[src/rtl/pwm_ramp.sv]
// pwm_ramp: slews the PWM width toward a requested duty at a programmable rate.
// Latency: period/width update one cycle after accept; ramp steps every tick_div+1 cycles.
// Backpressure: none; target_ready is high whenever out of reset and retargets on the fly.
`timescale 1ns/1ps
module pwm_ramp #(
  parameter int BITS = 24
) (
  input  logic            clk,
  input  logic            reset,
  input  logic [BITS+1:0] target_period,
  input  logic [BITS+1:0] target_width,
  input  logic [BITS+1:0] step,
  input  logic [15:0]     tick_div,
  input  logic            target_valid,
  output logic            target_ready,
  output logic [BITS+1:0] period,
  output logic [BITS+1:0] width,
  output logic            busy,
  output logic            done
);

  localparam int W = BITS + 2;

  typedef enum logic {
    ST_IDLE = 1'b0,
    ST_RAMP = 1'b1
  } state_t;

  // Architectural state
  state_t       r_state;
  logic [W-1:0] r_period;
  logic [W-1:0] r_width;
  logic [W-1:0] r_goal;
  logic [W-1:0] r_step;
  logic [15:0]  r_tick_div;
  logic [15:0]  r_presc;
  logic         r_ready;
  logic         r_done;

  // Combinational helpers
  logic         w_accept;
  logic [W-1:0] w_pmax;
  logic [W-1:0] w_new_goal;
  logic [W-1:0] w_clamped;
  logic         w_jump;
  logic         w_tick;
  logic         w_up;
  logic [W-1:0] w_diff;
  logic [W-1:0] w_delta;
  logic [W-1:0] w_stepped;

  // Request decode: goal limit, clamp of the current width, and the jump decision
  always_comb begin
    w_accept   = target_valid && r_ready;
    // period+1 saturates so an all-ones period does not wrap the limit to zero
    w_pmax     = (&target_period) ? target_period : target_period + W'(1);
    w_new_goal = (target_width < w_pmax) ? target_width : w_pmax;
    // A shrinking period drags the live width down before any ramping
    w_clamped  = (r_width > w_pmax) ? w_pmax : r_width;
    w_jump     = (step == '0) || (w_new_goal == w_clamped);
  end

  // Ramp datapath: move toward the goal by at most one step, never past it
  always_comb begin
    // >= rather than == so a retarget with a smaller tick_div cannot strand the prescaler
    w_tick    = (r_state == ST_RAMP) && (r_presc >= r_tick_div);
    w_up      = (r_goal > r_width);
    w_diff    = w_up ? (r_goal - r_width) : (r_width - r_goal);
    w_delta   = (r_step < w_diff) ? r_step : w_diff;
    w_stepped = w_up ? (r_width + w_delta) : (r_width - w_delta);
  end

  // Control FSM with registered outputs; an accept always wins over a coincident tick
  always_ff @(posedge clk or posedge reset) begin
    if (reset) begin
      r_state    <= ST_IDLE;
      r_period   <= '0;
      r_width    <= '0;
      r_goal     <= '0;
      r_step     <= '0;
      r_tick_div <= '0;
      r_presc    <= '0;
      r_ready    <= 1'b0;
      r_done     <= 1'b0;
    end else begin
      r_ready <= 1'b1;
      r_done  <= 1'b0;

      // Prescaler free-runs in RAMP (an accept does not restart it), parked at 0 in IDLE
      if (r_state == ST_RAMP) begin
        r_presc <= w_tick ? 16'd0 : r_presc + 16'd1;
      end else begin
        r_presc <= 16'd0;
      end

      if (w_accept) begin
        r_period   <= target_period;
        r_goal     <= w_new_goal;
        r_step     <= step;
        r_tick_div <= tick_div;
        if (w_jump) begin
          r_width <= w_new_goal;
          r_done  <= 1'b1;
          r_state <= ST_IDLE;
          r_presc <= 16'd0;
        end else begin
          r_width <= w_clamped;
          r_state <= ST_RAMP;
        end
      end else if (w_tick) begin
        r_width <= w_stepped;
        if (w_stepped == r_goal) begin
          r_done  <= 1'b1;
          r_state <= ST_IDLE;
          r_presc <= 16'd0;
        end
      end
    end
  end

  assign target_ready = r_ready;
  assign period       = r_period;
  assign width        = r_width;
  assign busy         = (r_state == ST_RAMP);
  assign done         = r_done;

endmodule

[config.mk]
export PLATFORM = sky130hd
export DESIGN_NAME = pwm_ramp
export DESIGN_NICKNAME = d
export VERILOG_FILES = /design/src/rtl/pwm_ramp.sv
export SDC_FILE = /design/constraint.sdc
export NUM_CORES = 1
export LEC_CHECK = 0
export BUFFER_PORTS_ARGS = -buffer_cell sky130_fd_sc_hd__buf_2
export CAP_MARGIN = 20
export CORE_MARGIN = 8
export CORE_UTILIZATION = 45
export DETAILED_ROUTE_END_ITERATION = 6
export GPL_TIMING_DRIVEN = 0
export PLACE_DENSITY = 0.63
export SYNTH_ARGS = -nofsm -noshare
export SYNTH_HDL_FRONTEND = slang
export SYNTH_SLANG_ARGS = --single-unit
[constraint.sdc]
create_clock -name clk -period 24.6 [get_ports clk]
set_input_delay 2.46 -clock clk [delete_from_list [all_inputs] [get_ports clk]]
set_output_delay 2.46 -clock clk [all_outputs]
set_load 0.01 [all_outputs]
==> flow_summary.toml, run 1 <==
[outcome]
status = "complete, no violations"

[logic_synthesis]
yosysWarnings = 0
synth_edf_count = 0
syn_inst = 1997
syn_nets = 2266
synthArstFlopShare_pct = 100
netlist_area_um2 = 15700
yosysSeqAreaShare_pct = 22.2
ys_seq_elements = 139
synth_ff_type = "dfrtp_1"
yosysUniqueCellTypes = 99
synth_area_per_cell_um2 = 7.84

[sta]
max_slew.worst_pin.slew_ns = 1.16
period_minus_slack_ns = 13.31
tns_ns = 0
drv_slew = 0
fmax_ghz = 0.0751
grt_setup_unrepaired = "no"
setup_violations = 0
hold_violations = 0
relSlewSlack_pct = 22.8
min_period_over_period_pct = 54.1
finClkSkew_ns = 0.0168

[routing]
detail-route-antenna-nets = 0
met3_length_um = 4540
m1WireLength_um = 26600
met2_length_um = 28500
drt-total-wl_um = 63300
highest_layer = "met5"
drtIter0Drc = 1501
routed_via_density = 6.14
first_pass_iters = 6
drcViolationCount = 0
wl_per_cell_um = 24.0
vias = 16200

[global_routing]
grt_max_degree = 83
antenna_found_initial = 2
grt_usage_pct = 30.2
grt_pass1_wl_um = 95000
grt_pass1_vias = 16100
grt-ovfl-total = 0

[setup_path]
crit_required_ns = 24.95
cp_common_cell = "ha_1"
cp_num_cells = 42
worstSetupStartpoint = "width[20]"
r2r_end = "busy"
crit_arrival_ns = 13.67
cp_top_family = "compound AO/OA/AOI/OAI gates"
crit_slowest_cell = "a2111oi_1"
crit_buf_inv = 7
critPathMaxFanout = 10
r2r-start = "width[20]"
crit_type = "register to register"
worstRegToRegCells = 42
cpPeakStageDelay_ns = 0.85
start_kind = "register"
cp-end-kind = "register"
reg2reg_slack_ns = 11.29

[cts]
root_buffer = "clkbuf_16"
cts_sinks = 139
cts.path.max_buffers = 2
clkSlewWorstSetupHoldPaths_ns = 0.07
numCtsBuffers = 17
worst_skew_pair.late_latency_ns = 0.47
cts_setup_buffers = 0
ctsHoldBuffers = 0
h-tree-depth = 4
cts_resized = 0
cts_tree = "done"

[placed_design]
gp_congestion = 0.950
portBuffers = 151
dp_hpwl_um = 51400

[hold_path]
min_from = "period[5]"
min_to = "period[5]"
hold_class = "register to register"
hold-path-cell-count = 2

[finish]
finalNetCount = 2438
final_common_cell = "nand2_1"
num_antenna_cells = 0
layout_common_cells = "nand2_1, ha_1, buf_2"
area.growth.synth_to_final_pct = 12.5
drive_above_1_share_pct = 12.2

[die]
start_util_pct = 45.5
ios = 152
die_y_um = 203
coreArea_um2 = 34400
fp.dieArea_um2 = 41000
die_x_um = 203
num_rows = 68

[run]
cap_viol_max_count = 0
-- synthesized netlist by cell type, drive strengths merged (9+ instances only) --
cell,number,share of area [%]
or4,9,0.43
buf,26,1.0
ha,169,14
clkbuf,66,1.6
dfrtp,139,22
nor2b,13,0.52
nand3,58,1.9
xnor2,121,6.8
nand2,298,7.2
a41oi,9,0.50
or2,13,0.52
nand4,36,1.5
o21a,18,0.86
nand2b,13,0.52
a31oi,24,0.96
and2,16,0.66
nor2,121,2.9
and3,22,0.98
nor4,22,0.88
a211oi,17,0.99
xor2,58,3.3
mux2i,26,1.7
nor3,44,1.5
inv,111,2.7
o211ai,29,1.4
a21boi,10,0.48
o22ai,11,0.44
a21oi,148,4.9
o31ai,9,0.43
o21ai,129,4.1
o221a,9,0.70
and4,14,0.85
a21o,54,2.6
a221oi,13,1.0
-- worst reg2reg max path, delay by kind of cell (launching register included) --
kind                       cells  cell delay, ns
and+or+nand+nor               14            4.16
buffers and inverters          7            2.12
AOI/OAI and AO/OA             14            4.20
adders and majority gates      4            1.33
xor gates and xnor gates       3            0.81
DFF                            1            0.59
-- per-stage QoR --
| step | instances | setup WS, ns | cell area, um^2 | util [%] | hold slack (ns) |
|---|---|---|---|---|---|
| after global placement | 2603 | 11.62 | 17000 | 49.4 | 0.455 |
| after detailed placement | 2605 | 11.60 | 17000 | 49.5 | 0.456 |
| final | 2637 | 11.29 | 17600 | 51.2 | 0.478 |
| after floorplan | 1997 | 15.24 | 15700 | - | 0.452 |
| after global routing | 2637 | 10.87 | 17600 | 51.2 | 0.494 |
| after CTS | 2637 | 11.57 | 17600 | 51.2 | 0.481 |
-- layout make-up --
| cell class | instances | area [um^2] |
|---|---|---|
| Timing Repair Buffer | 153 | 798 |
| Tap cell | 455 | 569 |
| Sequential cell | 139 | 3480 |
| Multi-Input combinational cell | 1655 | 11400 |
| Inverter | 111 | 422 |
| Fill cell | 3374 | 16800 |
| Clock buffer | 18 | 439 |
| Clock inverter | 14 | 141 |
| Buffer | 92 | 408 |
-- worst max-delay path by stage --
stage / slack [ns] / endpoint
final: 11.29 / busy
after global routing: 10.87 / busy
after CTS: 11.57 / busy
after detailed placement: 11.60 / busy
after global placement: 11.62 / busy
after floorplan: 15.24 / busy
-- kinds of logic after synthesis --
kind of cell    synth area share (%)
simple gates                    21.9
compound gates                  24.3
buf+inv                         5.27
xor+xnor                        10.3
fa+ha+maj                       13.9
flops                           22.2
mux                             2.12
other cells                   0.0240
-- layer usage --
layer	up-vias	GRT usage (%)
met5	-	0
met4	4	16.7
met3	161	6.46
met2	778	48.1
met1	7676	37.6
li1	7562	-
-- registers in the layout (all words and copies together) (netlist names) --
signal,count
width,26
r_tick_div,16
target_ready,1
r_goal,26
period,26
r_presc,16
r_step,26
busy,1
done,1
Power of run 1 is not shown: default switching activity piles up to over one toggle a cycle in this logic, so the estimate is an artifact.
==> run 2: changes to the inputs <==
Settings changed: ABC_AREA set to 1, PLACE_DENSITY 0.63 to 0.66.
Clock period 24.6 ns to 12.1 ns, I/O delays scaled along.
==> run 2 against run 1 <==
  * Flip-flop and latch count stayed put
  * Clock skew down 0.0030 ns
  * Area after synthesis down 1.6%
  * Non-clock buffer count is 32 lower
  * Sequential share of layout area rose by 0.28 points
==> flow_summary.toml, run 2 <==
[cts]
ctsHoldBuffers = 0
cts_sinks = 139
cts.path.max_buffers = 2
cts_tree = "done"
cts_setup_buffers = 0
numCtsBuffers = 17
clkSlewWorstSetupHoldPaths_ns = 0.06
root_buffer = "clkbuf_16"
cts_resized = 0
h-tree-depth = 4
worst_skew_pair.late_latency_ns = 0.46

[setup_path]
crit_arrival_ns = 9.96
critPathMaxFanout = 10
cp_common_cell = "o21ai_0"
r2r_end = "busy"
crit_type = "register to register"
cpPeakStageDelay_ns = 0.62
crit_slowest_cell = "a211oi_2"
reg2reg_slack_ns = 2.48
start_kind = "register"
cp-end-kind = "register"
r2r-start = "width[4]"
worstRegToRegCells = 49
crit_required_ns = 12.44

[logic_synthesis]
synth_area_per_cell_um2 = 6.68
synth_edf_count = 0
netlist_area_um2 = 15400
synth_top_area_cell = "dfrtp_1"
yosysUniqueCellTypes = 62
synthTopCellsByCount = "nand2_1, inv_1, o21ai_0"
synth_ff_type = "dfrtp_1"
ys_seq_elements = 139
synthSimpleGateAreaFrac_pct = 29.3
syn_nets = 2577
yosys.area_share.adder_pct = 14.1
synthTopCellsByArea = "dfrtp_1, nand2_1, ha_1"
syn_inst = 2308
synth-xor-area-share_pct = 7.10
muxShareOfSynthArea_pct = 0.130
synth_top_area_share_pct = 22.6
yosysSeqAreaShare_pct = 22.6
yosysWarnings = 0
synthArstFlopShare_pct = 100
synth_compound_area_share_pct = 17.2
post-synth-top-count-cell = "nand2_1"
synth_top_family_by_area = "simple AND/OR/NAND/NOR gates"

[placed_design]
gp_congestion = 0.974
dp_hpwl_um = 53300
portBuffers = 151

[global_routing]
grt_usage_pct = 30.5
antenna_found_initial = 3
grt-ovfl-total = 0
grt_pass1_vias = 16100
met2_usage_pct = 50.2
globalRouteMet1Util_pct = 36.4
grt_max_degree = 71
use_met3_pct = 4.97
grt_pass1_wl_um = 95500
grt_busiest_layer = "met2"

[sta]
max_slew.worst_pin.slew_ns = 0.941
min_period_over_period_pct = 79.5
tns_ns = 0
drv_slew = 0
period_minus_slack_ns = 9.62
fmax_ghz = 0.104
hold_violations = 0
finClkSkew_ns = 0.0138
grt_setup_unrepaired = "no"
relSlewSlack_pct = 36.7
setup_violations = 0

[die]
die_x_um = 201
start_util_pct = 45.8
coreArea_um2 = 33600
ios = 152
fp.dieArea_um2 = 40400
die_y_um = 201
num_rows = 67

[finish]
fill_cells = 3525
layout_common_cells = "nand2_1, inv_1, o21ai_0"
finalNetCount = 2749
area.growth.synth_to_final_pct = 12.6
drive_above_1_share_pct = 12.2
final_common_cell = "nand2_1"

[routing]
first_pass_iters = 5
vias = 16200
wl_per_cell_um = 21.3
drcViolationCount = 0
drt-total-wl_um = 62700
drtIter0Drc = 1241
detail-route-antenna-nets = 0
routed_via_density = 5.50

[hold_path]
min_from = "period[25]"
hold-path-cell-count = 2
hold_class = "register to register"
min_to = "period[25]"

[run]
cap_viol_max_count = 0

[outcome]
status = "complete, no violations"
-- run 2: cell types whose count changed after synthesis, sizes merged, moves of 39 or more --
| cell | delta |
|---|---|
| nand2 | +362 |
| inv | +190 |
| o21ai | +87 |
| clkbuf | -39 |
| xor2 | +48 |
| xnor2 | -102 |
| a21o | -50 |
| nor2 | +55 |
-- run 2: how the worst max path moves through the flow --
| stage | start | endpoint | slack, ns | cells after the start |
|---|---|---|---|---|
| 6_report | width[4] | busy | 2.48 | 49 |
| 5_1_grt | width[3] | busy | 1.81 | 49 |
| 4_1_cts | width[4] | busy | 2.66 | 47 |
| 3_5_place_dp | width[4] | busy | 2.72 | 47 |
| 3_3_place_gp | width[4] | busy | 2.70 | 49 |
| 2_1_floorplan | width[22] | busy | 4.87 | 49 |
-- run 2: worst max-delay path: cells and delay by family (launching register included) --
| family | cells | cell delay, ns |
|---|---|---|
| xor+xnor | 3 | 0.82 |
| buf+inv | 6 | 0.92 |
| simple gates | 22 | 2.65 |
| fa+ha+maj | 4 | 1.34 |
| compound gates | 14 | 3.19 |
| flops | 1 | 0.59 |
-- run 2: layout make-up --
type / instances / area (um^2) / area share (%)
plain buffers: 60 / 325 / 1.87
flip-flops and latches: 139 / 3480 / 20.0
inverters: 304 / 1150 / 6.61
clock buffers: 19 / 443 / 2.55
diodes: 1 / 2.50 / 0.0144
multi-input cells: 1805 / 10500 / 60.3
clock inverters: 12 / 125 / 0.721
well taps: 448 / 561 / 3.23
repair buffers: 153 / 811 / 4.67
-- run 2: per-layer routing --
metal	part of all wire, %	wire length [um]
met1	41	25600
met2	46	28900
met3	6.0	3740
met4	7.1	4440
met5	0	0
-- run 2: cells by family after synthesis --
| family | Yosys count |
|---|---|
| AO/OA/AOI/OAI | 466 |
| XOR/XNOR | 125 |
| adder cells (fa/ha/maj) | 172 |
| buffers and inverters | 364 |
| flip-flops | 139 |
| multiplexers | 2 |
| other | 1 |
| AND/OR/NAND/NOR | 1039 |
-- run 2: per-stage QoR --
step                instance area [um^2]  util, %  cells  hold WS [ns]  setup slack, ns
global placement                   16700     49.8   2907         0.459             2.70
global route                       17400     51.6   2940         0.491             1.81
finish                             17400     51.6   2941         0.483             2.48
floorplan                          15400        -   2308         0.450             4.87
detailed placement                 16800     49.9   2909         0.464             2.72
CTS                                17400     51.6   2940         0.485             2.66
Power of run 2 is left out for the same reason.
==> run 3: changes to the inputs <==
Settings changed: PLACE_DENSITY 0.66 to 0.63.
Clock period 12.1 ns to 9.8 ns, I/O delays scaled along.
==> run 3 against run 2 <==
  * Maximum frequency is 4.0% higher
  * First-iteration DRC count is 19% higher
  * Final cell count is 0.10% higher
  * Worst setup slack worse by 1.9 ns
  * Die area stayed put
  * Routed wire length is 2.5% lower
  * Critical endpoint unchanged
  * Largest cell class unchanged
==> flow_summary.toml, run 3 (synthesized netlist as in run 2, its figures left out) <==
[cts]
clkSlewWorstSetupHoldPaths_ns = 0.06
cts.path.max_buffers = 2
numCtsBuffers = 17
worst_skew_pair.late_latency_ns = 0.45
root_buffer = "clkbuf_16"
h-tree-depth = 4
cts_sinks = 139
cts_tree = "done"
ctsHoldBuffers = 0

[die]
ios = 152
die_x_um = 201
die_y_um = 201
start_util_pct = 45.8
coreArea_um2 = 33600
fp.dieArea_um2 = 40400
num_rows = 67

[global_routing]
grt-ovfl-total = 0
grt_usage_pct = 29.6
grt_pass1_vias = 15700
grt_max_degree = 82
grt_pass1_wl_um = 93100
antenna_found_initial = 1

[outcome]
status = "complete, no violations"

[run]
cap_viol_max_count = 0

[routing]
drt-total-wl_um = 61100
detail-route-antenna-nets = 0
drcViolationCount = 0
vias = 16200
drtIter0Drc = 1475
wl_per_cell_um = 20.8
routed_via_density = 5.51
first_pass_iters = 6

[sta]
whs_ns = 0.479
tns_ns = 0
drv_slew = 0
relSlewSlack_pct = 36.5
max_slew.worst_pin.slew_ns = 0.953
setup_violations = 0
min_period_over_period_pct = 94.4
period_minus_slack_ns = 9.25
fmax_ghz = 0.108
finClkSkew_ns = 0.0105
hold_violations = 0
grt_setup_unrepaired = "no"

[finish]
area.growth.synth_to_final_pct = 12.7
layout_common_cells = "nand2_1, inv_1, o21ai_0"
drive_above_1_share_pct = 12.4
multiInputGateArea_um2 = 10500
final_cell_area_um2 = 17400
register_area_um2 = 3480
finalNetCount = 2751
fill_cells = 3491
final_common_cell = "nand2_1"
final_util_pct = 51.7

[setup_path]
start_kind = "register"
crit_slowest_cell = "dfrtp_1"
reg2reg_slack_ns = 0.55
cp_common_cell = "nand2_1"
cpPeakStageDelay_ns = 0.58
crit_type = "register to register"
cp-end-kind = "register"
critPathMaxFanout = 10
crit_arrival_ns = 9.59
crit_required_ns = 10.14

[placed_design]
gp_congestion = 1.01
placement.cell_area_um2 = 16800
portBuffers = 151
dp_hpwl_um = 52100

[hold_path]
hold_class = "register to register"
[run 3: critical path, delay by kind of cell (launching register included)]
kind	cells	cell delay (ns)
simple gates	23	2.95
compound gates	11	2.30
buf+inv	8	1.64
fa+ha+maj	4	1.21
flops	1	0.58
xor+xnor	2	0.46
[run 3: path summary, 6_finish.rpt]
kind / depth (start not counted) / endpoint / startpoint
max reg2reg: 48 / busy / width[20]
min in group asynchronous: 2 / r_tick_div[1] / reset
max in group asynchronous: 3 / r_goal[4] / reset
min: 2 / period[21] / period[21]
max: 48 / busy / width[20]
min reg2reg: 2 / period[21] / period[21]
[run 3: per-layer routing]
metal | global-route usage (%) | vias to the layer above | part of all wire, %
li1 | - | 7924 | -
met1 | 38.0 | 7603 | 44
met2 | 48.5 | 587 | 46
met3 | 4.62 | 100 | 6.1
met4 | 13.0 | 0 | 4.2
met5 | 0 | - | 0
[run 3: layout make-up]
type	count	area share, %
multi-input cells	1805	60.3
inverters	304	6.60
well taps	448	3.23
flip-flops and latches	139	20.0
repair buffers	155	4.64
clock buffers	20	2.57
diodes	1	0.0144
plain buffers	60	1.88
clock inverters	12	0.706
[run 3: stage by stage]
stage / std cells / setup WS, ns
final: 2944 / 0.549
after global placement: 2907 / 0.432
after global routing: 2943 / 0.0107
after floorplan: 2308 / 2.57
after CTS: 2940 / 0.321
after detailed placement: 2908 / 0.371
[run 3: repair_timing]
action | in CTS | in global routing
hold endpoints to repair | 0 | 0
buffers inserted | 0 | 3
resized for setup | 0 | 7
endpoints found under the setup margin | 0 | 3
Power of run 3 is left out for the same reason.
